### config.mk
export PLATFORM = sky130hd
export DESIGN_NAME = gnn_aggregator_seq
export DESIGN_NICKNAME = d
export VERILOG_FILES = /design/src/rtl/gnn_aggregator_seq.sv
export SDC_FILE = /design/constraint.sdc
export NUM_CORES = 2
export LEC_CHECK = 0
export CAP_MARGIN = 20
export CORE_MARGIN = 2
export CORE_UTILIZATION = 45
export DETAILED_ROUTE_END_ITERATION = 7
export GPL_ROUTABILITY_DRIVEN = 1
export PLACE_DENSITY_LB_ADDON = 0.12
export SYNTH_ARGS = -nofsm -noshare
export SYNTH_HDL_FRONTEND = slang
export SYNTH_SLANG_ARGS = --single-unit
### constraint.sdc
create_clock -name clk -period 79.1 [get_ports clk]
set_input_delay 15.82 -clock clk [delete_from_list [all_inputs] [get_ports clk]]
set_output_delay 15.82 -clock clk [all_outputs]
set_load 0.1 [all_outputs]
### src/rtl/gnn_aggregator_seq.sv
// Sequential GNN neighbour aggregator: programmable adjacency, SUM/MEAN/MAX with
// saturation, one destination node per cycle with all features in parallel.
module gnn_aggregator_seq #(
    parameter int NUM_NODES = 4,
    parameter int NUM_FEAT  = 4,
    parameter int DATA_W    = 21,
    parameter int IDX_W     = $clog2(NUM_NODES)
) (
    input  logic                                  clk,
    input  logic                                  rst,
    input  logic                                  in_rdy_agg,
    input  logic [1:0]                            mode,
    input  logic [NUM_NODES*NUM_FEAT*DATA_W-1:0]  x_in,
    input  logic                                  adj_we,
    input  logic [IDX_W-1:0]                      adj_row_idx,
    input  logic [NUM_NODES-1:0]                  adj_row_data,
    output logic                                  busy,
    output logic                                  out_rdy_agg,
    output logic [NUM_NODES*NUM_FEAT*DATA_W-1:0]  x_agg
);
    localparam int VEC_W = NUM_NODES * NUM_FEAT * DATA_W;
    localparam int SUM_W = DATA_W + IDX_W + 1;
    localparam logic signed [SUM_W-1:0] SAT_HI  = {{(SUM_W-DATA_W+1){1'b0}}, {(DATA_W-1){1'b1}}};
    localparam logic signed [SUM_W-1:0] SAT_LO  = {{(SUM_W-DATA_W+1){1'b1}}, {(DATA_W-1){1'b0}}};
    localparam logic signed [SUM_W-1:0] SUM_ONE = SUM_W'(1);

    typedef enum logic [1:0] {
        ST_IDLE = 2'd0,
        ST_RUN  = 2'd1,
        ST_DONE = 2'd2
    } state_t;

    state_t                      state_r;
    state_t                      state_s;
    logic [IDX_W-1:0]            cnt_r;
    logic [1:0]                  mode_r;
    logic [VEC_W-1:0]            snap_r;
    logic [VEC_W-1:0]            x_agg_r;
    logic                        busy_r;
    logic                        out_rdy_r;
    logic [NUM_NODES-1:0]        adj_r [NUM_NODES];
    logic [NUM_NODES-1:0]        row_s;
    logic signed [DATA_W-1:0]    res_s [NUM_FEAT];

    function automatic logic signed [DATA_W-1:0] sat_fn(input logic signed [SUM_W-1:0] v);
        if (v > SAT_HI) begin
            return SAT_HI[DATA_W-1:0];
        end else if (v < SAT_LO) begin
            return SAT_LO[DATA_W-1:0];
        end else begin
            return v[DATA_W-1:0];
        end
    endfunction

    assign busy        = busy_r;
    assign out_rdy_agg = out_rdy_r;
    assign x_agg       = x_agg_r;
    assign row_s       = adj_r[cnt_r];

    // State register
    always_ff @(posedge clk) begin
        if (rst) begin
            state_r <= ST_IDLE;
        end else begin
            state_r <= state_s;
        end
    end

    // Next-state logic
    always_comb begin
        state_s = state_r;
        case (state_r)
            ST_IDLE: begin
                if (in_rdy_agg) state_s = ST_RUN;
                else            state_s = ST_IDLE;
            end
            ST_RUN: begin
                if (cnt_r == IDX_W'(NUM_NODES - 1)) state_s = ST_DONE;
                else                                state_s = ST_RUN;
            end
            ST_DONE: state_s = ST_IDLE;
            default: state_s = ST_IDLE;
        endcase
    end

    // Aggregate every feature of the current node over its neighbour set
    always_comb begin
        logic signed [SUM_W-1:0]  sum_v;
        logic signed [SUM_W-1:0]  cnt_v;
        logic signed [SUM_W-1:0]  quot_v;
        logic signed [DATA_W-1:0] elem_v;
        logic signed [DATA_W-1:0] max_v;
        sum_v  = '0;
        cnt_v  = '0;
        quot_v = '0;
        elem_v = '0;
        max_v  = '0;
        res_s  = '{default: '0};
        for (int f = 0; f < NUM_FEAT; f++) begin
            sum_v = '0;
            cnt_v = '0;
            max_v = {1'b1, {(DATA_W-1){1'b0}}};
            for (int j = 0; j < NUM_NODES; j++) begin
                elem_v = snap_r[(j*NUM_FEAT+f)*DATA_W +: DATA_W];
                if (row_s[j]) begin
                    sum_v = sum_v + SUM_W'(elem_v);
                    cnt_v = cnt_v + SUM_ONE;
                    if (elem_v > max_v) max_v = elem_v;
                    else                max_v = max_v;
                end else begin
                    sum_v = sum_v;
                end
            end
            // Divisor forced to one on an empty row; that result is discarded below
            quot_v = sum_v / ((cnt_v == '0) ? SUM_ONE : cnt_v);
            if (cnt_v == '0) begin
                res_s[f] = '0;
            end else begin
                case (mode_r)
                    2'b01:   res_s[f] = sat_fn(quot_v);
                    2'b10:   res_s[f] = max_v;
                    default: res_s[f] = sat_fn(sum_v);
                endcase
            end
        end
    end

    // Datapath, adjacency storage and registered status outputs
    always_ff @(posedge clk) begin
        if (rst) begin
            cnt_r     <= '0;
            mode_r    <= 2'b00;
            snap_r    <= '0;
            x_agg_r   <= '0;
            busy_r    <= 1'b0;
            out_rdy_r <= 1'b0;
            for (int i = 0; i < NUM_NODES; i++) begin
                adj_r[i] <= NUM_NODES'(1) << i;
            end
        end else begin
            busy_r    <= (state_s != ST_IDLE);
            out_rdy_r <= (state_r == ST_DONE);
            case (state_r)
                ST_IDLE: begin
                    if (in_rdy_agg) begin
                        snap_r <= x_in;
                        mode_r <= mode;
                        cnt_r  <= '0;
                    end
                    if (adj_we && (int'(adj_row_idx) < NUM_NODES)) begin
                        adj_r[adj_row_idx] <= adj_row_data;
                    end
                end
                ST_RUN: begin
                    for (int f = 0; f < NUM_FEAT; f++) begin
                        x_agg_r[(int'(cnt_r)*NUM_FEAT+f)*DATA_W +: DATA_W] <= res_s[f];
                    end
                    cnt_r <= cnt_r + IDX_W'(1);
                end
                default: begin
                end
            endcase
        end
    end
endmodule

* Yosys cells after proc, flatten, opt, wreduce, memory -nomap -nowiden *
Memories as Yosys holds them, arrays and structs flattened. A register that Yosys moved wholly into a read port is not among the register bits.
Index checks and enable logic that the tools add are counted.

word-level totals
  register bits after elaboration = 680
  RAM bits = 16
  input bits = 348
  output and inout port bits = 338
  logic and storage cells = 189
  memories kept = 1

cells by class
  $add $sub $neg = 23
  multiply operators = 4
  div/mod/pow operators = 4
  order comparisons = 32
  equal/unequal tests = 6
  shift operators = 8
  mux-type cells = 97
  reduce and logical (&&, ||, !) cells = 7

memory list
  memory  depth  bits a word  rd ports  clocked after Yosys merged registers in  wr ports  RTL line  source
  adj_r   4      4            1         1                                        4         41        logic [NUM_NODES-1:0] adj_r [NUM_NODES];

operators with widths
  cell                                                     count
  bitwise mux 336 bit                                      4
  variable shift 21 x 33 -> 336 bit, first input constant  4
  variable part select 21 x 33 -> 336 bit                  4
  two-way mux 21 bit                                       52
  two-way mux 24 bit                                       20
  adder 24 x 21 -> 24 bit                                  12
  > comparator 21 bit                                      12
  > comparator 24 x 21 -> 1 bit, second input constant     8
  < comparator 24 x 21 -> 1 bit, second input constant     8
  one-hot mux 21 bit (2 select lines)                      4
  negator 10 -> 33 bit                                     3
  divider 24 x 24 -> 24 bit                                4
  > comparator 21 bit, second input constant               4
  adder 24 x 2 -> 24 bit, second input constant            3
  negator 9 -> 33 bit                                      1
  multiplier 5 x 5 -> 10 bit, second input constant        3
  logical NOT 24 bit                                       1
  adder 4 x 2 -> 5 bit, second input constant              2
  two-way mux 2 bit                                        5
  two-way mux 1 bit                                        9
  one-hot mux 2 bit (2 select lines)                       2
  multiplier 2 x 5 -> 7 bit, second input constant         1
  equality test 2 bit, second input constant               3
  adder 4 x 1 -> 5 bit, second input constant              1
  8 further kinds                                          11

* Longest topological paths before layout *
  depth in word-level cells = 20
  depth in mapped cells = 321
  gate-level depth less buffers = 294

* Worst setup path before layout *
Ideal clock, no wire load.

  path kind = reg2reg
  from = register with a tool-made name
  to = register x_agg_r[1], in the netlist x_agg[1]
  setup time = 0.118 ns
  arrival time = 63.058 ns
  data required time = 78.982 ns
  slack = 15.925 ns
  stages on the path, launching flop included = 278
  buffers on the path = 38
  clock period less this slack = 63.175 ns
  cells stage by stage = dfxtp_1 > buf_6 > mux4_2 > buf_2 > buf_6 > buf_8 > buf_12 > buf_12 > buf_8 > buf_8 > clkbuf_1 > clkbuf_1 > buf_2 > clkbuf_1 > buf_1 > buf_1 > ha_1 > nor2_1 > (+242 left out) > o2111ai_1 > inv_1 > ha_1 > and3_1 > nor3b_1 > nand4_1 > nor2_1 > xnor2_1 > o311ai_0 > and4_1 > or3_1 > buf_2 > buf_6 > a21oi_2 > a21oi_1 > mux2_2 > mux2_2 > a22o_1

RTL lines
  item                           RTL line  source
  end signal, assigned by index  156       x_agg_r[(int'(cnt_r)*NUM_FEAT+f)*DATA_W +: DATA_W] <= res_s[f];
  end, declared                  38        logic [VEC_W-1:0] x_agg_r;

==> results.sh <==
export IMPL_status="completed"
export IMPL_wl_met1_mm=194
export IMPL_wire_per_inst_um=27.5
export IMPL_synthAdderAreaFrac_pct=11.4
export IMPL_grt_pass1_wl_mm=712
export IMPL_synthesis_area_mm2=0.102
export IMPL_start_util_pct=45.3
export IMPL_cpMostUsedCell="ha_1"
export IMPL_hold_viol_final=0
export IMPL_critPathLaunchType="register"
export IMPL_htreeDepth=3
export IMPL_place_hpwl_mm=396
export IMPL_synth_warnings=0
export IMPL_period_needed_ps=74290
export IMPL_synth_compound_area_share_pct=31.9
export IMPL_rows=174
export IMPL_slew_headroom_pct=15.3
export IMPL_path_depth=263
export IMPL_yosysSeqAreaShare_pct=13.9
export IMPL_numCtsBuffers=80
export IMPL_timing_fmax_mhz=13.5
export IMPL_grt_ovfl_total=0
export IMPL_post_synth_cell_area_avg_um2=7.19
export IMPL_critPathArrivalTime_ps=74860
export IMPL_path_delay_family="compound AO/OA/AOI/OAI gates"
export IMPL_first_iter_violations=12772
export IMPL_grt_max_degree=179
export IMPL_r2r_slack_ps=4810
export IMPL_synth_seq_cells=698
export IMPL_rsz0062_at_grt="false"
export IMPL_area_growth_pct=12.4
export IMPL_hold_path_class="register to register"
export IMPL_reg2reg_to="x_agg[31]"
export IMPL_totalWireLength_mm=487
export IMPL_root_buffer="clkbuf_16"
export IMPL_synth_top_area_share_pct=13.4
export IMPL_synth_xor_area_share_pct=5.96
export IMPL_crit_slowest_cell="or4_1"
export IMPL_cp_end_kind="register"
export IMPL_drcViolationCount=0
export IMPL_cts_tree="done"
export IMPL_worst_pin_slew_ps=1270
export IMPL_synthSimpleGateAreaFrac_pct=27.2
export IMPL_worst_r2r_path_depth=263
export IMPL_vias_per_cell=6.65
export IMPL_gp_congestion=1.07
export IMPL_drt_pass1_iter_count=6
export IMPL_period_share_pct=93.9
export IMPL_clock_skew_ps=45.5
export IMPL_critPathMaxFanout=65
export IMPL_clock_path_buffers=3
export IMPL_endpoint="x_agg[31]"
export IMPL_port_buffers=685
export IMPL_drtAntennaViolNets=0
export IMPL_die_h_um=480
export IMPL_ys_flop_type="dfxtp_1"
export IMPL_dr_wl_met2_mm=211
export IMPL_synth_edf_count=16
export IMPL_die_area_mm2=0.231
export IMPL_crit_type="register to register"
export IMPL_grt_pass1_vias=110614
export IMPL_clkSlewWorstSetupHoldPaths_ps=70
export IMPL_crit_required_ps=79670
export IMPL_ys_types=182
export IMPL_setup_violations=0
export IMPL_nets=15904
export IMPL_async_reset_ff_share_pct=0
export IMPL_tns_ps=0
export IMPL_synth_area_leader_cell="dfxtp_1"
export IMPL_drive_gt1_share_pct=7.62
export IMPL_synthTopCellsByArea="dfxtp_1, ha_1, nand2_1, a21oi_1, nor2_1"
export IMPL_worstSkewPairLatency_ps=760
export IMPL_maxCapViolCount=0
export IMPL_cts_sinks=698
export IMPL_grt_usage_pct=40.0
export IMPL_antenna_found_initial=16
export IMPL_via_count=117711
export IMPL_synth_top_family_by_area="compound AO/OA/AOI/OAI gates"
export IMPL_top_layer_used="met5"
export IMPL_synth_mux_area_share_pct=4.74
export IMPL_cp_slowest_stage_delay_ps=770
export IMPL_pin_count=686
export IMPL_coreArea_mm2=0.225
export IMPL_critPathBufInv=7
export IMPL_wl_met3_mm=42.8
export IMPL_die_w_um=480
export IMPL_maxSlewViolCount=0
export IMPL_synthCells=14188
## flip-flops by register name (all words and copies together), names as in the netlist, named ones only
signal / cells
busy: 1
adj_r: 16
cnt_r: 2
state_r: 2
x_agg: 336
mode_r: 2
out_rdy_agg: 1
snap_r: 336
## cells in the final DEF (no fill, tap or decap), drive strengths merged, types with 334 or more instances in the layout
master         netlist  layout
a21o               334     334
a21oi             1261    1261
clkdlybuf4s50        1     678
dfxtp              682     682
ha                 905     905
inv                501     512
nand2             1794    1794
nand3              344     344
nor2              1207    1207
nor3               452     452
o21ai              807     807
xnor2              453     453
## per-stage QoR
stage	instances	cell area, um^2	worst slack [ps]	hold slack (ps)	util (%)
2_1_floorplan	14271	102000	15920	432	-
3_3_place_gp	17518	111000	3490	443	49.5
3_5_place_dp	17529	112000	3840	443	49.6
4_1_cts	17677	114000	3560	452	50.8
5_1_grt	17698	115000	31.9	473	50.9
6_report	17707	115000	4810	453	51.0
## tightest hold or removal path: cells and delay by family (launching register included)
| family | cells | cell delay [ps] |
|---|---|---|
| compound gates | 1 | 50 |
| simple gates | 1 | 50 |
| flops | 1 | 310 |
## logic make-up after synthesis
group	count (synthesis)
other	1
buffers and inverters	1111
XOR/XNOR	689
AND/OR/NAND/NOR	5582
multiplexers	455
adder cells (fa/ha/maj)	922
AO/OA/AOI/OAI	4730
flip-flops	698
## synthesized netlist by cell type, types with 214 or more instances
cell,n
xor2_1,233
and2_1,224
a21oi_1,1248
o21a_1,308
o21ai_0,740
nand3_1,338
ha_1,905
nand2_1,1787
nand2b_1,215
clkbuf_1,418
xnor2_1,451
inv_1,496
a21o_1,316
nor3_1,435
dfxtp_1,682
nor2_1,1197
nand4_1,214
mux2i_1,291
## worst min-delay path by stage
stage | to | from | slack (ps) | cells after the start
global route | snap_r[22] | snap_r[22] | 470 | 2
global placement | snap_r[17] | snap_r[17] | 440 | 2
floorplan | snap_r[10] | snap_r[10] | 430 | 2
detailed placement | x_agg[259] | x_agg[259] | 440 | 2
finish | snap_r[17] | snap_r[17] | 450 | 2
CTS | x_agg[259] | x_agg[259] | 450 | 2
## repair_timing
action                                  CTS  global route
buffers inserted                          0            10
hold buffers                              0             0
gates resized for setup                   0            20
endpoints found under the setup margin    0           179
## layer usage
metal | vias to the layer above | track usage [%]
li1 | 54085 | -
met1 | 56264 | 49.1
met2 | 5957 | 63.1
met3 | 1397 | 7.90
met4 | 8 | 27.0
met5 | - | 0
## layout make-up
class                   count  area [um^2]
inverters                 507         1910
clock inverters            41          588
clock buffers             107         2290
fillers                 22516       110000
repair buffers            890         8520
multi-input cells       12462        83500
well taps                2992         3740
diodes                     10         25.0
flip-flops and latches    698        14100
Power is left out: the tool's default activity adds up to more than one toggle a clock period on the data nets, which glitch-free logic cannot reach.
